--- src/rtl/uart_mmio.sv ---
// ---------------------------------------------------------------------------
// uart_mmio : memory-mapped 8N1 UART with 16x oversampling.
//
// Registers (word addresses, addr[1:0] ignored):
//   BASE+0  TXD  write-only.  A write while idle starts a frame. Reads return 0.
//   BASE+4  RXD  read-only.   {24'b0, rx_data}. A read clears rx_valid.
//   BASE+8  CON  {25'b0, ovr, ferr, tx_busy, rx_valid, tx_done, rx_ie, tx_ie}.
//                A write sets tx_ie/rx_ie. A read clears tx_done, ferr and ovr.
//
// Ports:
//   clk       system clock, all state on posedge
//   reset     asynchronous active-low reset
//   addr      MEM-stage byte address
//   mem_rd    read strobe (read side effects occur on the posedge)
//   mem_wr    write strobe, sampled on posedge
//   wdata     write data, only [7:0] used
//   rdata     read data, combinational
//   uart_rxd  asynchronous serial input, idle high
//   uart_txd  serial output, idle high
//   irq       level interrupt, registered
//
// TX FSM states
//   TX_IDLE  | line idle high, waiting for a TXD write
//   TX_START | start bit (low) for 16 ticks
//   TX_DATA  | 8 data bits LSB first, 16 ticks each
//   TX_STOP  | stop bit (high) for 16 ticks, then tx_done
// RX FSM states
//   RX_IDLE  | waiting for a synchronised falling edge
//   RX_START | confirm start bit at its centre (tick 8)
//   RX_DATA  | sample 8 bit centres, LSB first
//   RX_STOP  | sample stop bit centre, deliver byte or flag ferr
//   RX_BRK   | framing error seen, wait for line to go high
// ---------------------------------------------------------------------------
module uart_mmio #(
    parameter int          OVS_DIV   = 326,
    parameter logic [31:0] BASE_ADDR = 32'h40000018
) (
    input  logic        clk,
    input  logic        reset,
    input  logic [31:0] addr,
    input  logic        mem_rd,
    input  logic        mem_wr,
    input  logic [31:0] wdata,
    output logic [31:0] rdata,
    input  logic        uart_rxd,
    output logic        uart_txd,
    output logic        irq
);

    localparam int              DW       = (OVS_DIV > 1) ? $clog2(OVS_DIV) : 1;
    localparam logic [DW-1:0]   DIV_LAST = DW'(OVS_DIV - 1);
    localparam logic [29:0]     TXD_W    = BASE_ADDR[31:2];
    localparam logic [29:0]     RXD_W    = TXD_W + 30'd1;
    localparam logic [29:0]     CON_W    = TXD_W + 30'd2;

    // ---------------------------------------------------------------- ticks
    logic [DW-1:0] div_q;
    logic          tick;

    assign tick = (div_q == DIV_LAST);

    always_ff @(posedge clk or negedge reset) begin
        if (!reset)    div_q <= '0;
        else if (tick) div_q <= '0;
        else           div_q <= div_q + 1'b1;
    end

    // -------------------------------------------------------- address decode
    logic sel_txd, sel_rxd, sel_con;
    logic wr_txd, wr_con, rd_rxd, rd_con;

    assign sel_txd = (addr[31:2] == TXD_W);
    assign sel_rxd = (addr[31:2] == RXD_W);
    assign sel_con = (addr[31:2] == CON_W);
    assign wr_txd  = mem_wr & sel_txd;
    assign wr_con  = mem_wr & sel_con;
    assign rd_rxd  = mem_rd & sel_rxd;
    assign rd_con  = mem_rd & sel_con;

    logic unused_bits;
    assign unused_bits = ^{wdata[31:8], addr[1:0]};

    // ---------------------------------------------------------------- TX FSM
    typedef enum logic [1:0] {TX_IDLE, TX_START, TX_DATA, TX_STOP} tx_state_t;

    tx_state_t  tx_state_q;
    logic [7:0] tx_sh_q;
    logic [3:0] tx_tmr_q;
    logic [2:0] tx_bit_q;
    logic       txd_q;
    logic       tx_bit_end;
    logic       tx_end;
    logic       tx_busy;

    assign tx_bit_end = tick && (tx_tmr_q == 4'd0);
    assign tx_end     = (tx_state_q == TX_STOP) && tx_bit_end;
    assign tx_busy    = (tx_state_q != TX_IDLE);

    always_ff @(posedge clk or negedge reset) begin
        if (!reset) begin
            tx_state_q <= TX_IDLE;
            tx_sh_q    <= '0;
            tx_tmr_q   <= '0;
            tx_bit_q   <= '0;
            txd_q      <= 1'b1;
        end else begin
            // 4-bit down-counter: wrapping 0 -> 15 reloads the next bit period
            if (tick && tx_state_q != TX_IDLE)
                tx_tmr_q <= tx_tmr_q - 4'd1;
            case (tx_state_q)
                TX_IDLE: begin
                    if (wr_txd) begin
                        tx_sh_q    <= wdata[7:0];
                        tx_tmr_q   <= 4'd15;
                        txd_q      <= 1'b0;
                        tx_state_q <= TX_START;
                    end
                end
                TX_START: begin
                    if (tx_bit_end) begin
                        tx_bit_q   <= '0;
                        txd_q      <= tx_sh_q[0];
                        tx_state_q <= TX_DATA;
                    end
                end
                TX_DATA: begin
                    if (tx_bit_end) begin
                        if (tx_bit_q == 3'd7) begin
                            txd_q      <= 1'b1;
                            tx_state_q <= TX_STOP;
                        end else begin
                            tx_sh_q  <= tx_sh_q >> 1;
                            txd_q    <= tx_sh_q[1];
                            tx_bit_q <= tx_bit_q + 3'd1;
                        end
                    end
                end
                TX_STOP: begin
                    if (tx_bit_end)
                        tx_state_q <= TX_IDLE;
                end
                default: tx_state_q <= TX_IDLE;
            endcase
        end
    end

    assign uart_txd = txd_q;

    // ---------------------------------------------------------------- RX FSM
    typedef enum logic [2:0] {RX_IDLE, RX_START, RX_DATA, RX_STOP, RX_BRK} rx_state_t;

    rx_state_t  rx_state_q;
    logic       rx_s1_q, rx_s2_q, rx_s3_q;
    logic [7:0] rx_sh_q;
    logic [3:0] rx_tmr_q;
    logic [2:0] rx_bit_q;
    logic       rx_smp;
    logic       rx_ok;
    logic       rx_bad;

    assign rx_smp = tick && (rx_tmr_q == 4'd0);
    assign rx_ok  = (rx_state_q == RX_STOP) && rx_smp &&  rx_s2_q;
    assign rx_bad = (rx_state_q == RX_STOP) && rx_smp && !rx_s2_q;

    always_ff @(posedge clk or negedge reset) begin
        if (!reset) begin
            rx_s1_q    <= 1'b1;
            rx_s2_q    <= 1'b1;
            rx_s3_q    <= 1'b1;
            rx_state_q <= RX_IDLE;
            rx_sh_q    <= '0;
            rx_tmr_q   <= '0;
            rx_bit_q   <= '0;
        end else begin
            rx_s1_q <= uart_rxd;
            rx_s2_q <= rx_s1_q;
            rx_s3_q <= rx_s2_q;
            if (tick && (rx_state_q == RX_START || rx_state_q == RX_DATA ||
                         rx_state_q == RX_STOP))
                rx_tmr_q <= rx_tmr_q - 4'd1;
            case (rx_state_q)
                RX_IDLE: begin
                    // 8 ticks to the start-bit centre, then 16 per bit after wrap
                    if (rx_s3_q && !rx_s2_q) begin
                        rx_tmr_q   <= 4'd7;
                        rx_state_q <= RX_START;
                    end
                end
                RX_START: begin
                    if (rx_smp) begin
                        rx_bit_q   <= '0;
                        rx_state_q <= rx_s2_q ? RX_IDLE : RX_DATA;
                    end
                end
                RX_DATA: begin
                    if (rx_smp) begin
                        rx_sh_q <= {rx_s2_q, rx_sh_q[7:1]};
                        if (rx_bit_q == 3'd7) rx_state_q <= RX_STOP;
                        else                  rx_bit_q   <= rx_bit_q + 3'd1;
                    end
                end
                RX_STOP: begin
                    if (rx_smp)
                        rx_state_q <= rx_s2_q ? RX_IDLE : RX_BRK;
                end
                RX_BRK: begin
                    if (rx_s2_q)
                        rx_state_q <= RX_IDLE;
                end
                default: rx_state_q <= RX_IDLE;
            endcase
        end
    end

    // ------------------------------------------------------ flags and irq
    logic [7:0] rx_data_q;
    logic tx_ie_q, rx_ie_q, tx_done_q, rx_valid_q, ferr_q, ovr_q, irq_q;
    logic tx_ie_d, rx_ie_d, tx_done_d, rx_valid_d, ferr_d, ovr_d;

    // Clears are applied first so that a same-cycle set wins.
    always_comb begin
        tx_ie_d    = wr_con ? wdata[0] : tx_ie_q;
        rx_ie_d    = wr_con ? wdata[1] : rx_ie_q;
        tx_done_d  = tx_done_q;
        rx_valid_d = rx_valid_q;
        ferr_d     = ferr_q;
        ovr_d      = ovr_q;
        if (rd_con) begin
            tx_done_d = 1'b0;
            ferr_d    = 1'b0;
            ovr_d     = 1'b0;
        end
        if (rd_rxd) rx_valid_d = 1'b0;
        if (tx_end) tx_done_d  = 1'b1;
        if (rx_ok)  rx_valid_d = 1'b1;
        if (rx_bad) ferr_d     = 1'b1;
        if (rx_ok && rx_valid_q && !rd_rxd) ovr_d = 1'b1;
    end

    always_ff @(posedge clk or negedge reset) begin
        if (!reset) begin
            rx_data_q  <= '0;
            tx_ie_q    <= 1'b0;
            rx_ie_q    <= 1'b0;
            tx_done_q  <= 1'b0;
            rx_valid_q <= 1'b0;
            ferr_q     <= 1'b0;
            ovr_q      <= 1'b0;
            irq_q      <= 1'b0;
        end else begin
            if (rx_ok) rx_data_q <= rx_sh_q;
            tx_ie_q    <= tx_ie_d;
            rx_ie_q    <= rx_ie_d;
            tx_done_q  <= tx_done_d;
            rx_valid_q <= rx_valid_d;
            ferr_q     <= ferr_d;
            ovr_q      <= ovr_d;
            // built from next-state flags so irq drops together with the flag
            irq_q      <= (tx_ie_d & tx_done_d) | (rx_ie_d & rx_valid_d);
        end
    end

    assign irq = irq_q;

    // ------------------------------------------------------------- read mux
    always_comb begin
        rdata = '0;
        if (mem_rd) begin
            if (sel_rxd)
                rdata = {24'b0, rx_data_q};
            else if (sel_con)
                rdata = {25'b0, ovr_q, ferr_q, tx_busy, rx_valid_q,
                         tx_done_q, rx_ie_q, tx_ie_q};
        end
    end

endmodule

--- config.mk ---
export PLATFORM = sky130hd
export DESIGN_NAME = uart_mmio
export DESIGN_NICKNAME = d
export VERILOG_FILES = /design/src/rtl/uart_mmio.sv
export SDC_FILE = /design/constraint.sdc
export NUM_CORES = 1
export LEC_CHECK = 0
export ABC_CLOCK_PERIOD_IN_PS = 3400
export CORE_UTILIZATION = 45
export DETAILED_ROUTE_END_ITERATION = 12
export PLACE_DENSITY = 0.74
export SLEW_MARGIN = 25
export SYNTH_ARGS = -nofsm -noshare
export SYNTH_HDL_FRONTEND = slang
export SYNTH_SLANG_ARGS = --single-unit
--- constraint.sdc ---
create_clock -name clk -period 3.4 [get_ports clk]
set_clock_uncertainty 0.05 [all_clocks]
set_input_delay 0.68 -clock clk [delete_from_list [all_inputs] [get_ports clk]]
set_output_delay 0.68 -clock clk [all_outputs]
set_load 0.01 [all_outputs]
==> metrics, run 1 <==
status=completed; Area contributors post-synth=dfrtp_1 43%, mux2_2 8.5%, buf_4 5.2%, ha_1 5.1%, dfstp_2 3.1%; Port-buffer cells=52; Placer Congestion=0.793; M1 GR Usage=a little under a quarter; dpl ws=-0.638 ns; Fillers=615; Final Hold Viols=0; DRT Pass-1 Iters=4; Core ar.=7330 um2; unrepaired setup endpoints after global routing=no; via density per instance=~5.1; fmax=between 0.2 and 0.3 GHz; Post-synth top cells=59 x dfrtp_1, 26 x mux2_2, 24 x buf_4; Synth area leader=dfrtp_1; post-cts hold buffer count=0; GR Layer Usage met2=about a third; Static Leakage=between 2 and 2.5 nW; final worst path period share=98.2%; IR drop worst, VDD=about 0.21 mV; H-tree Lvls=3; DRC=0; Final ANT Viol Nets=0; first-pass GRT wire length=between 10000 and 15000 um; clk sinks=63; drt wl/cell=around 14 um; Layout area overhead=24.9%; fin cells=slightly below 500; Hold Slack=0.285 ns; # rows=31; Post-synth EDFFs=0; most common flop cell mapped by yosys=dfrtp_1; PnR worst setup slack=between 0.06 and 0.07 ns; Final HPWL DP=5050 um; Post-Syn Instances=between 300 and 400; die span in y=around 89 um; M3 GR Usage=2.77%; total CTS buffers=9; CTS root buffer=clkbuf_8; Layout Nets=470; post-synth top area share=between 40% and 50%; worst-skew pair later-pin latency=between 0.3 and 0.4 ns; critical path arrival=between 2 and 3 ns; ys async rst share=between 90% and 100%; Crit. Startpoint=addr[6]; Initial Util=approximately 47%; register area share after synthesis=a little under half; total wire length=~6700 um; CP endpoint kind=primary output; min-delay worst type=in -> async; Mapped Avg Cell Area=about 11 um2; crit path kind=in -> out; Ys Warns=0; crit path time final=3.34 ns; clock slew at reported path FFs=approximately 0.06 ns; io pins=approximately 100; layout cells sized above 1=26.0%; Max Root-Sink Buffers=2; Unique masters post-synth=between 50 and 60; total die area=about 8000 um2; CP startpoint kind=primary input; final max-slew violation count=0; #FFs+latches synth=63; GRT Total Usage=between 10% and 20%; Pwr Density=just under 400 nW/um2; Max-Cap Viols=0; worst slew pin tran=between 0.6 and 0.7 ns; most numerous cell in the Yosys netlist=dfrtp_1; Worst Path Required=between 2 and 3 ns; relative slew slack=between 50% and 60%; Syn Std Cell Area=about 3400 um2; initial antenna violation count=0; R2R Path Start=div_q[1]; setup TNS=0 ns; largest net degree at the start of global routing=27; Max FO, Critical Path=5; antenna cells=0; grt ovf=0; Iteration-0 DRC Markers=84; placed insts=~470; setup violators final=0; TritonCTS clock tree=built; vias=between 2000 and 2500; number of global-route vias before repair=2411; GRT Max-Usage Layer=met2; DIE WIDTH=between 80 and 90 um
[state kept, by name, indices dropped and copies added (netlist names), 3 cells and up]
register    flops
div_q           9
tx_tmr_q        4
rx_sh_q         8
rx_data_q       8
tx_sh_q         8
rx_state_q      3
rx_bit_q        3
tx_bit_q        3
rx_tmr_q        4
[logic make-up after synthesis]
family	share of synthesized area [%]
simple gates	15.4
flops	45.9
buf+inv	8.29
compound gates	9.42
mux	12.5
fa+ha+maj	5.09
xor+xnor	3.31
other cells	0.109
[layout by cell type, fill, tap and decap left out, types with 3 or more instances in the layout]
cell type,Yosys,final
mux2_2,26,26
dlygate4sd2_1,0,8
and2_1,3,3
clkbuf_8,0,9
or4_4,3,3
a21oi_1,6,6
nand2_1,23,22
a22o_1,8,8
ha_1,14,14
dfrtp_1,59,59
or4b_4,0,3
and3_1,6,6
xor2_1,6,6
clkdlybuf4s50_1,0,31
clkbuf_1,6,3
inv_1,18,18
nand4_1,6,6
buf_2,0,9
conb_1,1,24
nor2_1,16,15
xnor2_1,7,7
nor4_1,4,4
buf_4,24,16
nand3_1,11,11
nor3_1,6,6
dfstp_2,4,4
clkdlybuf4s15_1,0,4
o21ai_0,15,13
mux2_4,7,7
[critical path, stage by stage]
cell and delay (ns):
dlygate4sd2_1 0.23, or4_4 0.49, or4_4 0.56, nor3_2 0.11, buf_4 0.16, buf_6 0.11, nand2_1 0.06, o21ai_2 0.06
buf_2 0.15
[through the flow]
stage / power, W / area, um2 / utilization, %
2_1_floorplan: 0.000973 / 3530 / -
3_3_place_gp: 0.00103 / 4060 / 55.4
3_5_place_dp: 0.00104 / 4060 / 55.4
4_1_cts: 0.00173 / 4300 / 58.6
5_1_grt: 0.00179 / 4300 / 58.6
6_report: 0.00171 / 4300 / 58.6
[report_power, final]
group          leakage, nW  switching [W]  internal [W]
combinational         1.12      0.0000973      0.000106
sequential           0.796      0.0000488      0.000772
clock                0.104       0.000275      0.000411
[routing by layer]
metal	vias up	share of wire (%)
met5	-	0
met4	0	1.6
met3	7	2.2
met2	45	52
met1	1224	44
li1	1205	-
[worst paths after layout]
path	to	slack, ns	cells past startpoint
min	rx_sh_q[6]	0.28	1
max	rdata[4]	0.06	9
min in group clk	rx_s2_q	0.32	0
max in group asynchronous	uart_txd	2.26	2
max reg2reg	rx_sh_q[5]	1.04	7
min reg2reg	rx_s2_q	0.32	0
[area by class of cell]
type / instances / area, um2 / share of cell area, %
clock inverter: 4 / 70.1 / 1.63
tap: 99 / 124 / 2.88
sequential: 63 / 1580 / 36.8
multi-input combinational: 224 / 1690 / 39.4
clock buffer: 12 / 135 / 3.14
timing repair buffer: 71 / 628 / 14.6
inverter: 18 / 67.6 / 1.57
[timing repair]
item,4_1_cts,5_1_grt
setup endpoints to repair,8,8
gates resized for setup,55,5
pin swaps,7,4
gates cloned,0,0
buffers inserted,6,0
Note: power is estimated with default switching activity, not from simulation.
==> inputs of run 2 (changes only) <==
--- a/config.mk
+++ b/config.mk
@@ -6,8 +6,10 @@
 export NUM_CORES = 1
 export LEC_CHECK = 0
 export ABC_CLOCK_PERIOD_IN_PS = 3400
+export CORE_MARGIN = 4
 export CORE_UTILIZATION = 45
 export DETAILED_ROUTE_END_ITERATION = 12
+export HOLD_SLACK_MARGIN = 0.02
 export PLACE_DENSITY = 0.74
 export SLEW_MARGIN = 25
 export SYNTH_ARGS = -nofsm -noshare
==> run 2 against run 1 <==
  * Worst hold slack worse by 0.049 ns
  * Critical endpoint is now rdata[0]
  * Largest power group unchanged
  * Clock power is 8.5% lower
  * Global-route usage fell by 2.9 points
  * Non-clock buffer count shrank 1
  * Highest routed layer unchanged
  * Combinational power barely moved
  * Largest cell class unchanged
  * Sequential power hardly changed
  * Final cell count is 0.20% lower
==> metrics, run 2 (synthesized netlist as in run 1, its figures left out) <==
status=completed (unchanged); Placer Congestion=0.802 (was 0.793); post-cts hold buffer count=0 (unchanged); relative slew slack=56.3% (was 55.6%); layout cells sized above 1=27.6% (was 26.0%); Port-buffer cells=52 (unchanged); CTS root buffer=clkbuf_8 (unchanged); DRC=0 (unchanged); fin area=4220 um2 (was 4300 um2); final worst path period share=99.1% (was 98.2%); first-pass GRT wire length=11400 um (about the same); Static Leakage=2.00 nW (was 2.02 nW); Worst Path Required=2.67 ns (about the same); DRT Pass-1 Iters=4 (unchanged); vias=2492 (was 2481); total wire length=6960 um (was 6710 um); dpl ws=-0.589 ns (was -0.638 ns); Final ANT Viol Nets=0 (unchanged); worst slew pin tran=0.651 ns (was 0.663 ns); largest net degree at the start of global routing=25 (was 27); Max-Cap Viols=0 (unchanged); Pwr Density=390 nW/um2 (was 398 nW/um2); GRT Total Usage=16.3% (was 19.2%); PnR worst setup slack=0.0316 ns (was 0.0620 ns); min-delay worst type=in -> async (unchanged); total CTS buffers=9 (unchanged); crit path time final=3.37 ns (was 3.34 ns); die span in y=95.5 um (was 89.5 um); Core ar.=7330 um2 (unchanged); Largest Register=div_q (unchanged); Reg area=1580 um2 (unchanged); footprint of the multi-input gates=1680 um2 (was 1690 um2); initial antenna violation count=0 (unchanged); via density per instance=5.09 (was 5.05); commonest cells after routing, fill and taps aside=59 x dfrtp_1, 31 x clkdlybuf4s50_1, 26 x mux2_2 (unchanged); max reg flops=9 (unchanged); DIE WIDTH=95.5 um (was 89.5 um); clk sinks=63 (unchanged); number of global-route vias before repair=2442 (was 2411); setup violators final=0 (unchanged); Max FO, Critical Path=5 (unchanged); Final HPWL DP=5230 um (was 5050 um); Tot Pwr=0.00165 W (was 0.00171 W); IR drop worst, VDD=0.234 mV (was 0.208 mV); CP startpoint kind=primary input (unchanged); Area after DPL=4060 um2 (about the same); drt wl/cell=14.2 um (was 13.7 um); grt ovf=0 (unchanged); final max-slew violation count=0 (unchanged); total die area=9110 um2 (was 8000 um2); antenna cells=0 (unchanged); # rows=31 (unchanged); TritonCTS clock tree=built (unchanged); H-tree Lvls=3 (unchanged); Layout area overhead=22.6% (was 24.9%); crit path kind=in -> out (unchanged); worst-skew pair later-pin latency=0.34 ns (about the same); io pins=103 (unchanged); clock slew at reported path FFs=0.08 ns (was 0.06 ns); Final Hold Viols=0 (unchanged); Hold Slack=0.236 ns (was 0.285 ns); Layout Nets=469 (was 470); Iteration-0 DRC Markers=107 (was 84); most common cell after layout, fill and taps aside=dfrtp_1 (unchanged); Initial Util=47.0% (unchanged); fmax=0.297 GHz (was 0.300 GHz); Fillers=631 (was 615); Max Root-Sink Buffers=2 (unchanged); CP endpoint kind=primary output (unchanged); critical path arrival=2.64 ns (was 2.61 ns)
run 2: worst paths after layout:
| check | depth (start not counted) | end | slack (ns) | startpoint |
|---|---|---|---|---|
| max in group asynchronous | 2 | uart_txd | 2.31 | reset |
| setup / recovery | 8 | rdata[0] | 0.03 | addr[12] |
| min in group clk | 0 | rx_s2_q | 0.31 | rx_s1_q |
| setup reg to reg | 7 | rx_sh_q[1] | 1.01 | div_q[1] |
| hold reg to reg | 0 | rx_s2_q | 0.31 | rx_s1_q |
| hold / removal | 1 | rx_data_q[7] | 0.24 | reset |
run 2: repair_timing:
item,in CTS,in global routing
gates cloned,1,0
pin swaps,6,6
resized for setup,64,12
buffers inserted,3,1
endpoints found under the setup margin,8,7
run 2: cell type report:
cell class                 instances  share of cell area, %
multi-input combinational        224                   39.9
sequential                        63                   37.5
timing repair buffer              70                   13.6
clock buffer                      10                   3.02
tap                               99                   2.94
inverter                          18                   1.60
clock inverter                     6                   1.45
run 2: stage by stage:
step | TNS (ns) | utilization [%] | std cells
after global placement | -4.36 | 55.3 | 470
after CTS | 0 | 57.9 | 490
after global routing | -0.0146 | 57.6 | 490
final | 0 | 57.6 | 490
after floorplan | 0 | - | 337
after detailed placement | -4.85 | 55.3 | 470
run 2: power breakdown:
part / leakage [nW] / switching (W) / internal (W)
registers: 0.796 / 0.0000485 / 0.000772
clock network: 0.0960 / 0.000292 / 0.000336
logic: 1.11 / 0.0000952 / 0.000104
total: 2.00 / 0.000435 / 0.00121
run 2: worst max-delay path, cell delays in order:
cell	delay, ns
buf_2	0.10
or4_4	0.53
or4_4	0.57
nor3_4	0.26
buf_6	0.16
buf_6	0.08
a22o_1	0.12
buf_2	0.14
run 2: metal layers:
layer	GRT usage, %	share of wire, %
met5	0	0
met4	6.99	2.3
met3	3.55	4.4
met2	27.1	48
met1	20.4	45
==> inputs of run 3 (changes only) <==
--- a/config.mk
+++ b/config.mk
@@ -10,7 +10,7 @@
 export CORE_UTILIZATION = 45
 export DETAILED_ROUTE_END_ITERATION = 12
 export HOLD_SLACK_MARGIN = 0.02
-export PLACE_DENSITY = 0.74
+export PLACE_DENSITY_LB_ADDON = 0.15
 export SLEW_MARGIN = 25
 export SYNTH_ARGS = -nofsm -noshare
 export SYNTH_HDL_FRONTEND = slang
==> run 3 against run 2 <==
  * Sequential share of layout area down 0.83 points
  * Largest power group unchanged
  * Routed wire length about the same
  * Worst hold slack better by 0.078 ns
  * Sequential power about the same
  * Final cell count down 0.20%
  * Clock power up 16%
  * Global-route usage up 0.56 points
  * Critical endpoint is now rdata[5]
  * Non-clock buffer count down 1
  * Power up 6.4%
  * Via count down 3.7%
  * Count of clock-buffer cells in the layout up 3
  * Fmax up 1.2%
==> metrics, run 3 (synthesized netlist as in run 1, its figures left out) <==
status=completed (unchanged); Placer Congestion=0.794 (was 0.802); layout cells sized above 1=26.4% (was 27.6%); most common cell after layout, fill and taps aside=dfrtp_1 (unchanged); final worst path period share=97.9% (was 99.1%); largest net degree at the start of global routing=64 (was 25); DRT Pass-1 Iters=4 (unchanged); total wire length=6960 um (about the same); H-tree Lvls=3 (unchanged); Iteration-0 DRC Markers=81 (was 107); total CTS buffers=9 (unchanged); max reg flops=9 (unchanged); Initial Util=47.0% (unchanged); min-delay worst type=reg -> reg (was in -> async); Layout Nets=468 (was 469); number of global-route vias before repair=2491 (was 2442); CP endpoint kind=primary output (unchanged); Critical Path Slowest Stage Cell=or4_4 (unchanged); Core ar.=7330 um2 (unchanged); initial antenna violation count=0 (unchanged); Final ANT Viol Nets=0 (unchanged); drt wl/cell=14.2 um (about the same); first-pass GRT wire length=11800 um (was 11400 um); io pins=103 (unchanged); CP Buf/Inv Count=3 (was 4); crit path kind=in -> out (unchanged); Hold Slack=0.314 ns (was 0.236 ns); DIE WIDTH=95.5 um (unchanged); M3 GR Usage=3.95% (was 3.55%); final max-slew violation count=0 (unchanged); worst slew pin tran=0.800 ns (was 0.651 ns); setup TNS=0 ns (unchanged); Fillers=640 (was 631); Layout area overhead=25.3% (was 22.6%); Max FO, Critical Path=5 (unchanged); clock slew at reported path FFs=0.07 ns (was 0.08 ns); antenna cells=0 (unchanged); Final Hold Viols=0 (unchanged); cell breakdown of the critical path=clkdlybuf4s15_1, or4b_4, or4_4, nor3_2, buf_4, a22o_1, clkdlybuf4s15_2 (was buf_2, or4_4, or4_4, nor3_4, buf_6, buf_6, a22o_1, buf_2); via density per instance=4.91 (was 5.09); # rows=31 (unchanged); Max-Cap Viols=0 (unchanged); fmax=0.300 GHz (was 0.297 GHz); Final HPWL DP=5090 um (was 5230 um); Max Root-Sink Buffers=2 (unchanged); Largest Register=div_q (unchanged); post-cts hold buffer count=0 (unchanged); CP startpoint kind=primary input (unchanged); grt ovf=0 (unchanged); Area after DPL=4040 um2 (was 4060 um2); critical path arrival=2.60 ns (was 2.64 ns); Port-buffer cells=52 (unchanged); Pwr Density=406 nW/um2 (was 390 nW/um2); crit path time final=3.33 ns (was 3.37 ns); footprint of the multi-input gates=1710 um2 (was 1680 um2); PnR worst setup slack=0.0707 ns (was 0.0316 ns); vias=2401 (was 2492); fin area=4310 um2 (was 4220 um2); GRT Max-Usage Layer=met2 (unchanged); setup violators final=0 (unchanged); unrepaired setup endpoints after global routing=no; Reg area=1580 um2 (unchanged); total die area=9110 um2 (unchanged); Static Leakage=2.03 nW (was 2.00 nW); M1 GR Usage=21.8% (was 20.4%); TritonCTS clock tree=built (unchanged); die span in y=95.5 um (unchanged); dpl ws=-0.592 ns (was -0.589 ns); GR Layer Usage met2=27.8% (was 27.1%); relative slew slack=46.7% (was 56.3%); IR drop worst, VDD=0.179 mV (was 0.234 mV); Crit path max-delay family=simple AND/OR/NAND/NOR gates (unchanged); CTS root buffer=clkbuf_8 (unchanged); clk sinks=63 (unchanged); worst-skew pair later-pin latency=0.33 ns (was 0.34 ns); commonest cells after routing, fill and taps aside=59 x dfrtp_1, 31 x clkdlybuf4s50_1, 26 x mux2_2 (unchanged); Worst Path Required=2.67 ns (about the same); DRC=0 (unchanged); CP peak stage delay=0.54 ns (was 0.57 ns); GRT Total Usage=16.9% (was 16.3%)
## run 3: cell count changes in the layout (fill, tap and decap cells not counted), sizes merged
| cell | delta |
|---|---|
| clkdlybuf4s15 | +7 |
| clkbuf | -1 |
| clkinv | -3 |
| clkinvlp | -1 |
| bufinv | +1 |
| buf | -7 |
| dlygate4sd2 | +3 |
## run 3: metal layers
layer | wire [um] | share of wire (%)
met1 | 3180 | 46
met2 | 3450 | 50
met3 | 252 | 3.6
met4 | 81 | 1.2
met5 | 0 | 0
## run 3: metrics by stage
stage | total power, W | instances | utilization, %
floorplan | 0.000973 | 337 | -
global placement | 0.00103 | 468 | 55.1
detailed placement | 0.00104 | 468 | 55.1
CTS | 0.00178 | 488 | 58.5
global route | 0.00184 | 489 | 58.8
finish | 0.00175 | 489 | 58.8
## run 3: timing repair
| item | CTS | global route |
|---|---|---|
| pin swaps | 7 | 6 |
| setup buffers | 4 | 1 |
| resized for setup | 52 | 13 |
| setup endpoints to repair | 8 | 8 |
## run 3: area by class of cell
cell class                 count  share of cell area [%]
tap                           99                    2.87
timing repair buffer          69                    14.2
inverter                      18                    1.57
clock buffer                  13                    3.68
sequential                    63                    36.7
clock inverter                 3                    1.51
multi-input combinational    224                    39.5
## run 3: worst paths after layout
check                         start  slack, ns  depth (start not counted)          end
hold / removal              rx_s1_q       0.31                          0      rx_s2_q
max in group asynchronous     reset       2.31                          2  rx_bit_q[2]
setup reg to reg           div_q[1]       1.02                          7   rx_sh_q[4]
setup / recovery           addr[17]       0.07                          7     rdata[5]
hold reg to reg             rx_s1_q       0.31                          0      rx_s2_q
min in group asynchronous     reset       0.46                          2   rx_sh_q[2]
## run 3: where the power goes
group	internal [W]	switching (W)	total (W)
clock	0.000452	0.000276	0.000728
combinational	0.000105	0.0000980	0.000203
sequential	0.000772	0.0000489	0.000821
